### src/rtl/player_movement.sv
// Grid-stepping player: one-hot direction requests with hold-to-repeat,
// goal scoring, collision/lives handling, blinking respawn and game over.
module player_movement #(
  parameter int TILE_SIZE         = 32,
  parameter int H_VISIBLE_AREA    = 640,
  parameter int V_VISIBLE_AREA    = 480,
  parameter int c_X_BASE_POSITION = 320,
  parameter int c_Y_BASE_POSITION = 384,
  parameter int FIRST_DELAY       = 3125000,
  parameter int REPEAT_DELAY      = 1562500,
  parameter int RESPAWN_CYCLES    = 25000000,
  parameter int BLINK_BIT         = 22,
  parameter int c_LIVES_INI       = 3,
  parameter int SCORE_WIDTH       = 6
) (
  input  logic                   i_Clk,
  input  logic                   i_Rst,
  input  logic                   i_Game_Active,
  input  logic [3:0]             i_Dir,
  input  logic                   i_Has_Collided,
  output logic [9:0]             o_Frog_X,
  output logic [9:0]             o_Frog_Y,
  output logic                   o_Draw_Frog,
  output logic [SCORE_WIDTH-1:0] o_Score,
  output logic [2:0]             o_Lives,
  output logic                   o_Level_Up,
  output logic                   o_Moved,
  output logic                   o_Game_Over
);

  typedef enum logic [2:0] {
    S_IDLE,
    S_FIRST_WAIT,
    S_REPEAT_WAIT,
    S_RELEASE,
    S_RESPAWN,
    S_OVER
  } state_t;

  localparam logic [9:0]             TILE         = 10'(TILE_SIZE);
  localparam logic [10:0]            X_LIMIT      = 11'(H_VISIBLE_AREA - TILE_SIZE);
  localparam logic [9:0]             Y_LIMIT      = 10'(V_VISIBLE_AREA - TILE_SIZE);
  localparam logic [9:0]             X_BASE       = 10'(c_X_BASE_POSITION);
  localparam logic [9:0]             Y_BASE       = 10'(c_Y_BASE_POSITION);
  localparam logic [31:0]            FIRST_LAST   = 32'(FIRST_DELAY - 1);
  localparam logic [31:0]            REPEAT_LAST  = 32'(REPEAT_DELAY - 1);
  localparam logic [31:0]            RESPAWN_LAST = 32'(RESPAWN_CYCLES - 1);
  localparam logic [2:0]             LIVES_INI    = 3'(c_LIVES_INI);
  localparam logic [SCORE_WIDTH-1:0] SCORE_MAX    = '1;

  state_t                 state_q, state_d;
  logic [31:0]            cnt_q, cnt_d;
  logic [3:0]             dir_q, dir_d;
  logic [9:0]             x_q, x_d;
  logic [9:0]             y_q, y_d;
  logic [SCORE_WIDTH-1:0] score_q, score_d;
  logic [2:0]             lives_q, lives_d;
  logic                   moved_q, moved_d;
  logic                   level_up_q, level_up_d;

  logic                   dir_valid;
  logic                   do_step;
  logic                   step_ok;
  logic                   step_goal;
  logic [9:0]             step_x;
  logic [9:0]             step_y;
  logic                   can_collide;

  // A request counts only when exactly one direction bit is set.
  assign dir_valid = (i_Dir != 4'd0) && ((i_Dir & (i_Dir - 4'd1)) == 4'd0);

  assign can_collide = (state_q == S_IDLE) || (state_q == S_FIRST_WAIT) ||
                       (state_q == S_REPEAT_WAIT) || (state_q == S_RELEASE);

  // Candidate move for the current request; step_ok=0 with step_goal=0 is a blocked step.
  always_comb begin
    step_x    = x_q;
    step_y    = y_q;
    step_ok   = 1'b0;
    step_goal = 1'b0;
    if (i_Dir[3]) begin
      if (y_q > TILE) begin
        step_y  = y_q - TILE;
        step_ok = 1'b1;
      end else begin
        step_goal = 1'b1;
      end
    end else if (i_Dir[2]) begin
      if (y_q < Y_LIMIT) begin
        step_y  = y_q + TILE;
        step_ok = 1'b1;
      end
    end else if (i_Dir[1]) begin
      if (x_q >= TILE) begin
        step_x  = x_q - TILE;
        step_ok = 1'b1;
      end
    end else if (i_Dir[0]) begin
      if (({1'b0, x_q} + {1'b0, TILE}) <= X_LIMIT) begin
        step_x  = x_q + TILE;
        step_ok = 1'b1;
      end
    end
  end

  always_comb begin
    state_d    = state_q;
    cnt_d      = cnt_q;
    dir_d      = dir_q;
    x_d        = x_q;
    y_d        = y_q;
    score_d    = score_q;
    lives_d    = lives_q;
    moved_d    = 1'b0;
    level_up_d = 1'b0;
    do_step    = 1'b0;

    if (i_Game_Active) begin
      if (can_collide && i_Has_Collided) begin
        x_d     = X_BASE;
        y_d     = Y_BASE;
        lives_d = lives_q - 3'd1;
        cnt_d   = '0;
        state_d = (lives_q == 3'd1) ? S_OVER : S_RESPAWN;
      end else begin
        unique case (state_q)
          S_IDLE: begin
            if (dir_valid) begin
              do_step = 1'b1;
              cnt_d   = '0;
              dir_d   = i_Dir;
              state_d = S_FIRST_WAIT;
            end
          end
          S_FIRST_WAIT: begin
            if (i_Dir != dir_q) begin
              state_d = S_IDLE;
            end else if (cnt_q == FIRST_LAST) begin
              do_step = 1'b1;
              cnt_d   = '0;
              state_d = S_REPEAT_WAIT;
            end else begin
              cnt_d = cnt_q + 32'd1;
            end
          end
          S_REPEAT_WAIT: begin
            if (i_Dir != dir_q) begin
              state_d = S_IDLE;
            end else if (cnt_q == REPEAT_LAST) begin
              do_step = 1'b1;
              cnt_d   = '0;
            end else begin
              cnt_d = cnt_q + 32'd1;
            end
          end
          S_RELEASE: begin
            if (i_Dir == 4'd0) begin
              state_d = S_IDLE;
            end
          end
          S_RESPAWN: begin
            if (cnt_q == RESPAWN_LAST) begin
              cnt_d   = '0;
              state_d = S_RELEASE;
            end else begin
              cnt_d = cnt_q + 32'd1;
            end
          end
          S_OVER: begin
          end
          default: begin
            state_d = S_RELEASE;
          end
        endcase

        // A blocked step still restarts the repeat timing above; it just doesn't move.
        if (do_step) begin
          if (step_goal) begin
            x_d        = X_BASE;
            y_d        = Y_BASE;
            level_up_d = 1'b1;
            state_d    = S_RELEASE;
            if (score_q != SCORE_MAX) begin
              score_d = score_q + SCORE_WIDTH'(1);
            end
          end else if (step_ok) begin
            x_d     = step_x;
            y_d     = step_y;
            moved_d = 1'b1;
          end
        end
      end
    end
  end

  always_ff @(posedge i_Clk) begin
    if (i_Rst) begin
      state_q    <= S_RELEASE;
      cnt_q      <= '0;
      dir_q      <= 4'd0;
      x_q        <= X_BASE;
      y_q        <= Y_BASE;
      score_q    <= '0;
      lives_q    <= LIVES_INI;
      moved_q    <= 1'b0;
      level_up_q <= 1'b0;
    end else begin
      state_q    <= state_d;
      cnt_q      <= cnt_d;
      dir_q      <= dir_d;
      x_q        <= x_d;
      y_q        <= y_d;
      score_q    <= score_d;
      lives_q    <= lives_d;
      moved_q    <= moved_d;
      level_up_q <= level_up_d;
    end
  end

  assign o_Frog_X    = x_q;
  assign o_Frog_Y    = y_q;
  assign o_Score     = score_q;
  assign o_Lives     = lives_q;
  assign o_Moved     = moved_q;
  assign o_Level_Up  = level_up_q;
  assign o_Game_Over = (state_q == S_OVER);
  assign o_Draw_Frog = (state_q == S_RESPAWN) ? ~cnt_q[BLINK_BIT] : (state_q != S_OVER);

endmodule

### config.mk
export PLATFORM = sky130hd
export DESIGN_NAME = player_movement
export DESIGN_NICKNAME = d
export VERILOG_FILES = /design/src/rtl/player_movement.sv
export SDC_FILE = /design/constraint.sdc
export NUM_CORES = 1
export LEC_CHECK = 0
export ABC_AREA = 0
export BUFFER_PORTS_ARGS = -buffer_cell sky130_fd_sc_hd__buf_2
export CORE_ASPECT_RATIO = 2
export CORE_MARGIN = 2
export CORE_UTILIZATION = 48
export DETAILED_ROUTE_END_ITERATION = 8
export PLACE_DENSITY = 0.75
export SLEW_MARGIN = 20
export SYNTH_ARGS = -nofsm -noshare
export SYNTH_HDL_FRONTEND = slang
export SYNTH_SLANG_ARGS = --single-unit
### constraint.sdc
create_clock -name i_Clk -period 5.91 [get_ports i_Clk]
set_input_delay 0 -clock i_Clk [delete_from_list [all_inputs] [get_ports i_Clk]]
set_output_delay 0 -clock i_Clk [all_outputs]
set_load 0.005 [all_outputs]
==> key figures, run 1 <==
Outcome
  – Outcome: finished clean

Placement
  – Gpl congestion: 0.903
  – Dpl ws: 3.06 ns
  – Post-DP HPWL: 7.11 mm
  – IO Port Bufs: 30
  – Placed insts: 577

Timing
  – Fin. Hold Viols: 0
  – Max transition margin: 0.341
  – F_max: 0.342 GHz
  – Final setup viols: 0
  – Fin crit period: 2.92 ns
  – Setup_tns: 0 ns
  – Worst setup margin: 2.99 ns
  – Final Skew: 0.00466 ns
  – Slew Viols, Final: 0
  – Least-Margin Pin Slew: 0.988 ns
  – Crit share post-route: 0.494
  – RSZ-0062 raised after global routing: false

Yosys
  – Area contributors post-synth: dfxtp_1, xnor2_1, nor2_1, nand3_1, nand2_1
  – Mapped Cells: 475
  – Main synth FF type: dfxtp_1
  – Synth Warn #: 0
  – Cell accounting for the most synthesized area: dfxtp_1
  – Post-synthesis register bit count: 60
  – Yosys top cell area share: 0.318
  – Unique cell type count in the Yosys netlist: 60
  – Number of flops mapped to enable cells by yosys: 0
  – Register area share after synthesis: 0.318
  – Mapped Area: 3770 sq um
  – Share of flip-flops with an asynchronous set or reset: 0
  – Synth Area per Inst: 7.94 sq um

Clock tree
  – CTS Buffer Depth: 2
  – CTS tree: yes
  – Number of clock sinks: 60
  – Buffer type at the clock tree root: clkbuf_16
  – Clock latency on the worst-skew pair: 0.34 ns
  – H-tree levels: 3
  – Clock slew at reported path FFs: 0.05 ns
  – Total setup buffers inserted after CTS: 0
  – CTS Buf Count: 9

Floorplan
  – Rows: 45
  – Initial Util: 0.496
  – IO Count: 41
  – Die X-Extent: 66.7 microns
  – Die height: 129 microns
  – CORE AREA: 7600 sq um
  – Die area: 8630 sq um

Finish
  – Layout cell share with drive strength beyond 1: 0.142
  – # nets final: 515
  – Area growth from synthesis to layout: 12.3%
  – Fillers: 727
  – Util after Layout: 0.558
  – Fin cells: 595
  – N_diodes: 0

Critical path
  – Startpoint types: register
  – FF-to-FF End: o_Frog_Y[5]$_SDFFE_PP0P_
  – Required @ worst endpoint: 6.13 ns
  – Arr. time, crit path: 3.15 ns
  – Worst setup path endpoint: o_Frog_Y[5]$_SDFFE_PP0P_
  – R2r startpoint: cnt_q[0]$_SDFFE_PP0P_
  – Flop-to-flop setup slack: 2.99 ns
  – Worst reg2reg path depth: 8
  – Worst Setup End Kind: register
  – Crit path kind: register to register
  – Crit-path max FO: 5
  – Crit. Startpoint: cnt_q[0]$_SDFFE_PP0P_

Min path
  – Hold Crit Class: primary input to register

Routing
  – DRT antenna net count: 0
  – Vias per cell: 5.95
  – Routed WL per cell: 16.0 microns
  – DRC errors left: 0
  – Via Count: 3543
  – Final Routed Wirelength: 9.50 mm
  – DRT Pass-1 Iters: 4
  – DR iter-0 viols: 176

Global route
  – Global Route met2 Usage: 0.429
  – Total GRT Usage: 0.233
  – Initial antenna violation count: 0
  – Met3 Resource Use GR: 0.0486
  – First-pass GRT wire length: 15.3 mm
  – Vias in the first global route: 3408
  – Largest net degree at the start of global routing: 35
  – Met1 Use GR: 0.205
  – Most Crowded Layer GR: met2
  – Total global routing overflow: 0

Power
  – PwrDens: 253 nW/um^2
  – Leakage Power: 0.00150 uW
  – Worst VDD drop: 0.140 mV

Job
  – Max cap viols: 0
-- Yosys cell counts (6+ instances only) --
cell	instances
nand4_1	10
xnor2_1	28
a21oi_1	13
dfxtp_1	60
clkbuf_1	13
nand2b_1	9
nor4_1	17
o21ai_0	22
nand2_1	39
nor3_1	20
inv_1	13
nor2_1	57
a31oi_1	6
ha_1	11
nand3_1	30
buf_4	11
o31ai_1	6
xor2_1	13
nor2b_1	12
or4_1	6
-- report_power, final --
part / leakage [uW] / total [uW] / internal [uW] / switching, uW
clock network: 0.000151 / 573 / 379 / 194
registers: 0.000485 / 419 / 410 / 8.77
logic: 0.000866 / 82.5 / 28.6 / 53.9
total: 0.00150 / 1070 / 818 / 256
-- timing repair --
item	in CTS	in global routing
endpoints found under the hold margin	2	0
resized for setup	0	0
hold buffers	2	0
-- worst min-delay path by stage --
| stage | slack, ns | depth (start not counted) | end | start |
|---|---|---|---|---|
| after global placement | 0.29 | 3 | dir_q[0]$_SDFFE_PP0P_ | i_Dir[0] |
| final | 0.02 | 3 | o_Moved$_SDFF_PP0_ | i_Game_Active |
| after global routing | 0.04 | 3 | dir_q[1]$_SDFFE_PP0P_ | i_Dir[1] |
| after detailed placement | 0.30 | 3 | dir_q[0]$_SDFFE_PP0P_ | i_Dir[0] |
| after CTS | 0.004 | 3 | o_Moved$_SDFF_PP0_ | i_Game_Active |
| after floorplan | 0.13 | 2 | dir_q[0]$_SDFFE_PP0P_ | i_Dir[0] |
-- worst max-delay path, cell delays in order, from the launching register on --
cell and delay, ns:
dfxtp_1 0.40, ha_1 0.31, nand2b_1 0.09, nor4_1 0.58, nand3_1 0.24, and2_1 0.20, o31ai_1 0.64, nor2_1 0.07
mux2_2 0.28
-- flip-flops by register name, indices dropped and copies added, names as in the netlist, 3 cells and up --
register,cells
cnt_q,32
o_Score,6
o_Frog_X,5
o_Frog_Y,5
dir_q,4
o_Lives,3
state_q,3
-- per-layer routing --
layer,routed length (microns),vias up
li1,-,1711
met1,3350,1679
met2,5240,102
met3,319,51
met4,591,0
met5,0,-
-- cell families (layout without fill, tap and decap cells) --
family / after synthesis / count (layout) / share of synthesized area
AOI/OAI and AO/OA: 74 / 74 / 0.132
xor gates and xnor gates: 41 / 41 / 0.0952
adders and majority gates: 11 / 11 / 0.0365
buffers and inverters: 44 / 61 / 0.0617
DFF: 60 / 60 / 0.318
muxes: 5 / 5 / 0.0143
other: 1 / 10 / 0.000994
and+or+nand+nor: 239 / 239 / 0.341
-- cell usage in the layout, fill, tap and decap left out, drive strengths merged, types with 5 or more instances in the layout --
| cell | n |
|---|---|
| or2 | 5 |
| nor3 | 20 |
| a211oi | 6 |
| o31ai | 6 |
| nand4 | 10 |
| conb | 10 |
| nor4 | 19 |
| xnor2 | 28 |
| inv | 13 |
| and3 | 6 |
| xor2 | 13 |
| nand3 | 30 |
| a31oi | 6 |
| nor2b | 12 |
| nand2b | 9 |
| o21ai | 22 |
| dfxtp | 60 |
| ha | 11 |
| buf | 30 |
| nor2 | 58 |
| nand2 | 39 |
| clkbuf | 10 |
| or4 | 8 |
| a21oi | 13 |
-- through the flow --
| stage | total power, uW | cell area, sq um | hold slack (ns) |
|---|---|---|---|
| finish | 1070 | 4240 | 0.0231 |
| global route | 1110 | 4240 | 0.0448 |
| floorplan | 494 | 3810 | 0.133 |
| CTS | 1090 | 4240 | 0.00447 |
| global placement | 506 | 3890 | 0.289 |
| detailed placement | 508 | 3890 | 0.300 |
-- final cells by class --
cell class,instances,area [sq um],area share
Tap cell,94,118,0.0278
Timing Repair Buffer,32,170,0.0402
Sequential cell,60,1200,0.283
Inverter,13,48.8,0.0115
Clock inverter,6,87.6,0.0207
Clock buffer,10,239,0.0564
Multi-Input combinational cell,380,2370,0.560
(Power assumes the default switching activity.)
==> run 2: changes to the inputs <==
==> constraint.sdc (replaced) <==
create_clock -name i_Clk -period 3 [get_ports i_Clk]
set_input_delay 0 -clock i_Clk [delete_from_list [all_inputs] [get_ports i_Clk]]
set_output_delay 0 -clock i_Clk [all_outputs]
set_load 0.005 [all_outputs]
==> key figures, run 2 (synthesis gave the netlist of run 1 again) <==
Clock tree
  – Clock slew at reported path FFs: 0.05 ns (about the same)
  – Number of clock sinks: 60 (unchanged)
  – CTS Buf Count: 9 (unchanged)
  – CTS Buffer Depth: 2 (unchanged)
  – CTS tree: yes (unchanged)
  – H-tree levels: 3 (unchanged)
  – Clock latency on the worst-skew pair: 0.33 ns (was 0.34 ns)
  – Buffer type at the clock tree root: clkbuf_16 (unchanged)

Finish
  – Post-route cell area: 4250 sq um (was 4240 sq um)
  – Largest Register: cnt_q (unchanged)
  – # nets final: 518 (was 515)
  – Fillers: 719 (was 727)
  – Most common cell after layout, fill and taps aside: dfxtp_1 (unchanged)
  – Area growth from synthesis to layout: 12.7% (was 12.3%)
  – Fin cells: 598 (was 595)
  – Layout cell share with drive strength beyond 1: 0.143 (was 0.142)
  – Number of flip-flops in the largest register: 32 (unchanged)
  – Commonest non-fill, non-tap cells in the layout: dfxtp_1, nor2_1, nand2_1 (unchanged)
  – N_diodes: 0 (unchanged)

Placement
  – IO Port Bufs: 30 (unchanged)
  – Post-DP HPWL: 7.12 mm (was 7.11 mm)
  – Gpl congestion: 0.980 (was 0.903)
  – Dpl ws: 0.382 ns (was 3.06 ns)
  – Placed insts: 580 (was 577)
  – Placed cell areas: 3910 sq um (was 3890 sq um)

Job
  – Max cap viols: 0 (unchanged)

Timing
  – Fin. Hold Viols: 0 (unchanged)
  – Worst setup margin: 0.347 ns (was 2.99 ns)
  – Crit share post-route: 0.884 (was 0.494)
  – RSZ-0062 raised after global routing: false (unchanged)
  – Least-Margin Pin Slew: 0.624 ns (was 0.988 ns)
  – Max transition margin: 0.578 (was 0.341)
  – Fin crit period: 2.65 ns (was 2.92 ns)
  – Slew Viols, Final: 0 (unchanged)
  – Final Skew: 0.00680 ns (was 0.00466 ns)
  – F_max: 0.377 GHz (was 0.342 GHz)
  – Final setup viols: 0 (unchanged)
  – Final Hold Slack: 0.0286 ns (was 0.0231 ns)
  – Setup_tns: 0 ns (unchanged)

Floorplan
  – CORE AREA: 7600 sq um (unchanged)
  – Rows: 45 (unchanged)
  – Die height: 129 microns (unchanged)
  – Initial Util: 0.496 (unchanged)
  – Die area: 8630 sq um (unchanged)
  – Die X-Extent: 66.7 microns (unchanged)
  – IO Count: 41 (unchanged)

Routing
  – Vias per cell: 5.84 (was 5.95)
  – Final Routed Wirelength: 9.57 mm (was 9.50 mm)
  – Via Count: 3492 (was 3543)
  – DR iter-0 viols: 250 (was 176)
  – DRT antenna net count: 0 (unchanged)
  – DRC errors left: 0 (unchanged)
  – Routed WL per cell: 16.0 microns (about the same)
  – DRT Pass-1 Iters: 4 (unchanged)

Global route
  – First-pass GRT wire length: 16.0 mm (was 15.3 mm)
  – Initial antenna violation count: 0 (unchanged)
  – Total global routing overflow: 0 (unchanged)
  – Vias in the first global route: 3469 (was 3408)
  – Total GRT Usage: 0.242 (was 0.233)
  – Largest net degree at the start of global routing: 35 (unchanged)

Critical path
  – Crit path kind: register to register (unchanged)
  – Worst Setup End Kind: register (unchanged)
  – Startpoint types: register (unchanged)
  – Crit-path max FO: 10 (was 5)
  – Required @ worst endpoint: 3.22 ns (was 6.13 ns)
  – Arr. time, crit path: 2.87 ns (was 3.15 ns)

Power
  – PwrDens: 494 nW/um^2 (was 253 nW/um^2)
  – Leakage Power: 0.00152 uW (was 0.00150 uW)
  – Worst VDD drop: 0.340 mV (was 0.140 mV)

Min path
  – Hold Crit Class: primary input to register (unchanged)

Outcome
  – Outcome: finished clean (unchanged)
==> run 2: changes by cell type in the layout (fill, tap and decap cells not counted) <==
cell	previous run	this run
buf_4	0	3
clkbuf_1	0	2
clkinvlp_4	3	1
==> run 2: final timing paths <==
check	start	to	slack (ns)	cells after the start
max reg2reg	cnt_q[1]$_SDFFE_PP0P_	o_Score[0]$_SDFFE_PP0P_	0.35	8
max	cnt_q[1]$_SDFFE_PP0P_	o_Score[0]$_SDFFE_PP0P_	0.35	8
min reg2reg	o_Lives[1]$_SDFFE_PP1P_	o_Lives[1]$_SDFFE_PP1P_	0.48	1
min	i_Dir[1]	dir_q[1]$_SDFFE_PP0P_	0.03	3
==> run 2: layer usage <==
metal | global-route usage | wire length [microns]
met1 | 0.218 | 3310
met4 | 0.176 | 614
met3 | 0.0556 | 313
met5 | 0 | 0
met2 | 0.448 | 5340
==> run 2: per-stage QoR <==
step | util | total power [uW]
finish | 0.560 | 2100
global route | 0.560 | 2180
CTS | 0.560 | 2120
detailed placement | 0.515 | 1010
global placement | 0.515 | 1000
floorplan | - | 974
==> run 2: timing repair <==
| action | CTS | global route |
|---|---|---|
| resized for setup | 0 | 0 |
| endpoints found under the hold margin | 2 | 0 |
| hold buffers | 2 | 0 |
| setup buffers | 0 | 0 |
==> run 2: layout make-up <==
cell class | instances | area, sq um | area share
clock buffers | 12 | 246 | 0.0580
inverters | 13 | 48.8 | 0.0115
clock inverters | 4 | 72.6 | 0.0171
flip-flops and latches | 60 | 1200 | 0.282
multi-input cells | 380 | 2370 | 0.558
repair buffers | 35 | 193 | 0.0453
well taps | 94 | 118 | 0.0277
==> run 2: report_power, final <==
| part | internal, uW | switching, uW |
|---|---|---|
| registers | 808 | 15.3 |
| logic | 60.1 | 110 |
| clock network | 748 | 360 |
| total | 1620 | 485 |
==> run 2: worst max-delay path, cell delays in order (launching register included) <==
cell	delay [ns]
dfxtp_1	0.38
ha_1	0.28
nand4bb_1	0.13
nor4_1	0.48
nand3_1	0.22
a211oi_2	0.27
nor2_2	0.13
a31oi_1	0.28
mux2_2	0.37
==> run 3: changes to the inputs <==
--- a/config.mk
+++ b/config.mk
@@ -11,6 +11,7 @@
 export CORE_MARGIN = 2
 export CORE_UTILIZATION = 48
 export DETAILED_ROUTE_END_ITERATION = 8
+export MAX_ROUTING_LAYER = met4
 export PLACE_DENSITY = 0.75
 export SLEW_MARGIN = 20
 export SYNTH_ARGS = -nofsm -noshare
==> constraint.sdc (replaced) <==
create_clock -name i_Clk -period 2.6 [get_ports i_Clk]
set_input_delay 0 -clock i_Clk [delete_from_list [all_inputs] [get_ports i_Clk]]
set_output_delay 0 -clock i_Clk [all_outputs]
set_load 0.005 [all_outputs]
==> key figures, run 3 (synthesis gave the netlist of run 1 again) <==
Outcome
  – Outcome: finished clean (unchanged)

Routing
  – Vias per cell: 5.93 (was 5.84)
  – DRC errors left: 0 (unchanged)
  – Routed WL per cell: 16.8 microns (was 16.0 microns)
  – Final Routed Wirelength: 10.2 mm (was 9.57 mm)
  – DRT antenna net count: 0 (unchanged)
  – DR iter-0 viols: 203 (was 250)
  – Via Count: 3607 (was 3492)
  – DRT Pass-1 Iters: 4 (unchanged)

Global route
  – Total GRT Usage: 0.254 (was 0.242)
  – First-pass GRT wire length: 16.3 mm (was 16.0 mm)
  – Largest net degree at the start of global routing: 35 (unchanged)
  – Initial antenna violation count: 0 (unchanged)
  – Vias in the first global route: 3497 (was 3469)
  – Total global routing overflow: 0 (unchanged)

Finish
  – Layout cell share with drive strength beyond 1: 0.165 (was 0.143)
  – Area growth from synthesis to layout: 15.1% (was 12.7%)
  – Commonest non-fill, non-tap cells in the layout: dfxtp_1, nor2_1, nand2_1 (unchanged)
  – Most common cell after layout, fill and taps aside: dfxtp_1 (unchanged)
  – Number of flip-flops in the largest register: 32 (unchanged)
  – Largest Register: cnt_q (unchanged)
  – Post-route cell area: 4340 sq um (was 4250 sq um)
  – N_diodes: 0 (unchanged)
  – # nets final: 528 (was 518)

Critical path
  – Worst Setup End Kind: register (unchanged)
  – Crit path buf inv count: 2 (was 0)
  – Required @ worst endpoint: 2.82 ns (was 3.22 ns)
  – Arr. time, crit path: 2.69 ns (was 2.87 ns)
  – Slowest stage cell, crit path: or4_4 (was nor4_1)
  – Crit-path max cell delay: 0.57 ns (was 0.48 ns)
  – Crit-path max FO: 32 (was 10)
  – CP Cell Sequence: or4_4 > nor4_4 > buf_4 > nand3_1 > a22oi_1 > or3_1 > a21o_1 > buf_12 > nor2_1 (was ha_1 > nand4bb_1 > nor4_1 > nand3_1 > a211oi_2 > nor2_2 > a31oi_1 > mux2_2)
  – Cell family with most CP delay: simple AND/OR/NAND/NOR gates (unchanged)
  – Startpoint types: register (unchanged)
  – Crit path kind: register to register (unchanged)

Power
  – Leakage Power: 0.00155 uW (was 0.00152 uW)
  – PwrDens: 515 nW/um^2 (was 494 nW/um^2)
  – Worst VDD drop: 0.342 mV (was 0.340 mV)
  – Overall power: 2240 uW (was 2100 uW)

Placement
  – IO Port Bufs: 30 (unchanged)
  – Placed cell areas: 4000 sq um (was 3910 sq um)
  – Dpl ws: 0.0767 ns (was 0.382 ns)
  – Post-DP HPWL: 7.50 mm (was 7.12 mm)
  – Gpl congestion: 0.919 (was 0.980)

Clock tree
  – CTS Buffer Depth: 2 (unchanged)
  – CTS Buf Count: 9 (unchanged)
  – Total setup buffers inserted after CTS: 0 (unchanged)
  – H-tree levels: 3 (unchanged)
  – Clock slew at reported path FFs: 0.05 ns (about the same)
  – Buffer type at the clock tree root: clkbuf_16 (unchanged)
  – Number of clock sinks: 60 (unchanged)
  – Clock latency on the worst-skew pair: 0.34 ns (was 0.33 ns)
  – CTS tree: yes (unchanged)

Timing
  – Final Skew: 0.00605 ns (was 0.00680 ns)
  – Final setup viols: 0 (unchanged)
  – Least-Margin Pin Slew: 0.636 ns (was 0.624 ns)
  – F_max: 0.404 GHz (was 0.377 GHz)
  – Fin. Hold Viols: 0 (unchanged)
  – Slew Viols, Final: 0 (unchanged)
  – Crit share post-route: 0.951 (was 0.884)
  – Worst setup margin: 0.127 ns (was 0.347 ns)
  – Max transition margin: 0.575 (was 0.578)
  – Fin crit period: 2.47 ns (was 2.65 ns)

Min path
  – Hold Crit Class: primary input to register (unchanged)

Floorplan
  – Die X-Extent: 66.7 microns (unchanged)
  – IO Count: 41 (unchanged)
  – CORE AREA: 7600 sq um (unchanged)
  – Die area: 8630 sq um (unchanged)
  – Rows: 45 (unchanged)
  – Initial Util: 0.496 (unchanged)
  – Die height: 129 microns (unchanged)

Job
  – Max cap viols: 0 (unchanged)
==> run 3: area by class of cell <==
cell class | instances | area, sq um
multi-input cells | 380 | 2430
well taps | 94 | 118
inverters | 13 | 48.8
fillers | 729 | 3260
clock buffers | 14 | 254
repair buffers | 45 | 280
flip-flops and latches | 60 | 1200
clock inverters | 2 | 10.0
==> run 3: final timing paths <==
kind / slack, ns / end / start / cells after the start
min reg2reg: 0.49 / o_Lives[1]$_SDFFE_PP1P_ / o_Lives[1]$_SDFFE_PP1P_ / 1
max: 0.13 / cnt_q[10]$_SDFFE_PP0P_ / cnt_q[23]$_SDFFE_PP0P_ / 9
max reg2reg: 0.13 / cnt_q[10]$_SDFFE_PP0P_ / cnt_q[23]$_SDFFE_PP0P_ / 9
min: 0.02 / o_Moved$_SDFF_PP0_ / i_Game_Active / 3
==> run 3: what timing repair did <==
action,4_1_cts,5_1_grt
gates resized for setup,0,9
endpoints found under the setup margin,0,12
endpoints found under the hold margin,2,0
hold buffers,2,0
==> run 3: stage by stage <==
step	setup TNS (ns)	cells	util	hold slack, ns
5_1_grt	-0.0403	608	0.571	0.0510
3_5_place_dp	0	590	0.526	0.294
4_1_cts	0	608	0.564	0.0184
6_report	0	608	0.571	0.0243
2_1_floorplan	0	484	-	0.133
3_3_place_gp	0	590	0.526	0.291
==> run 3: report_power, final <==
group          internal (uW)  switching (uW)  total [uW]
sequential               932            17.4         950
combinational           78.2             133         211
clock                    668             410        1080
==> run 3: tightest hold or removal path, stage by stage <==
cell and delay (ns):
buf_2 0.18, nand3_1 0.09, a21oi_1 0.04
==> run 3: layer usage <==
metal  up-vias  global-route usage  share of wire
met4         0               0.194          0.054
met5         -                   -              0
met3        43              0.0503          0.038
li1       1742                   -              -
met2       107               0.450           0.56
met1      1715               0.228           0.35
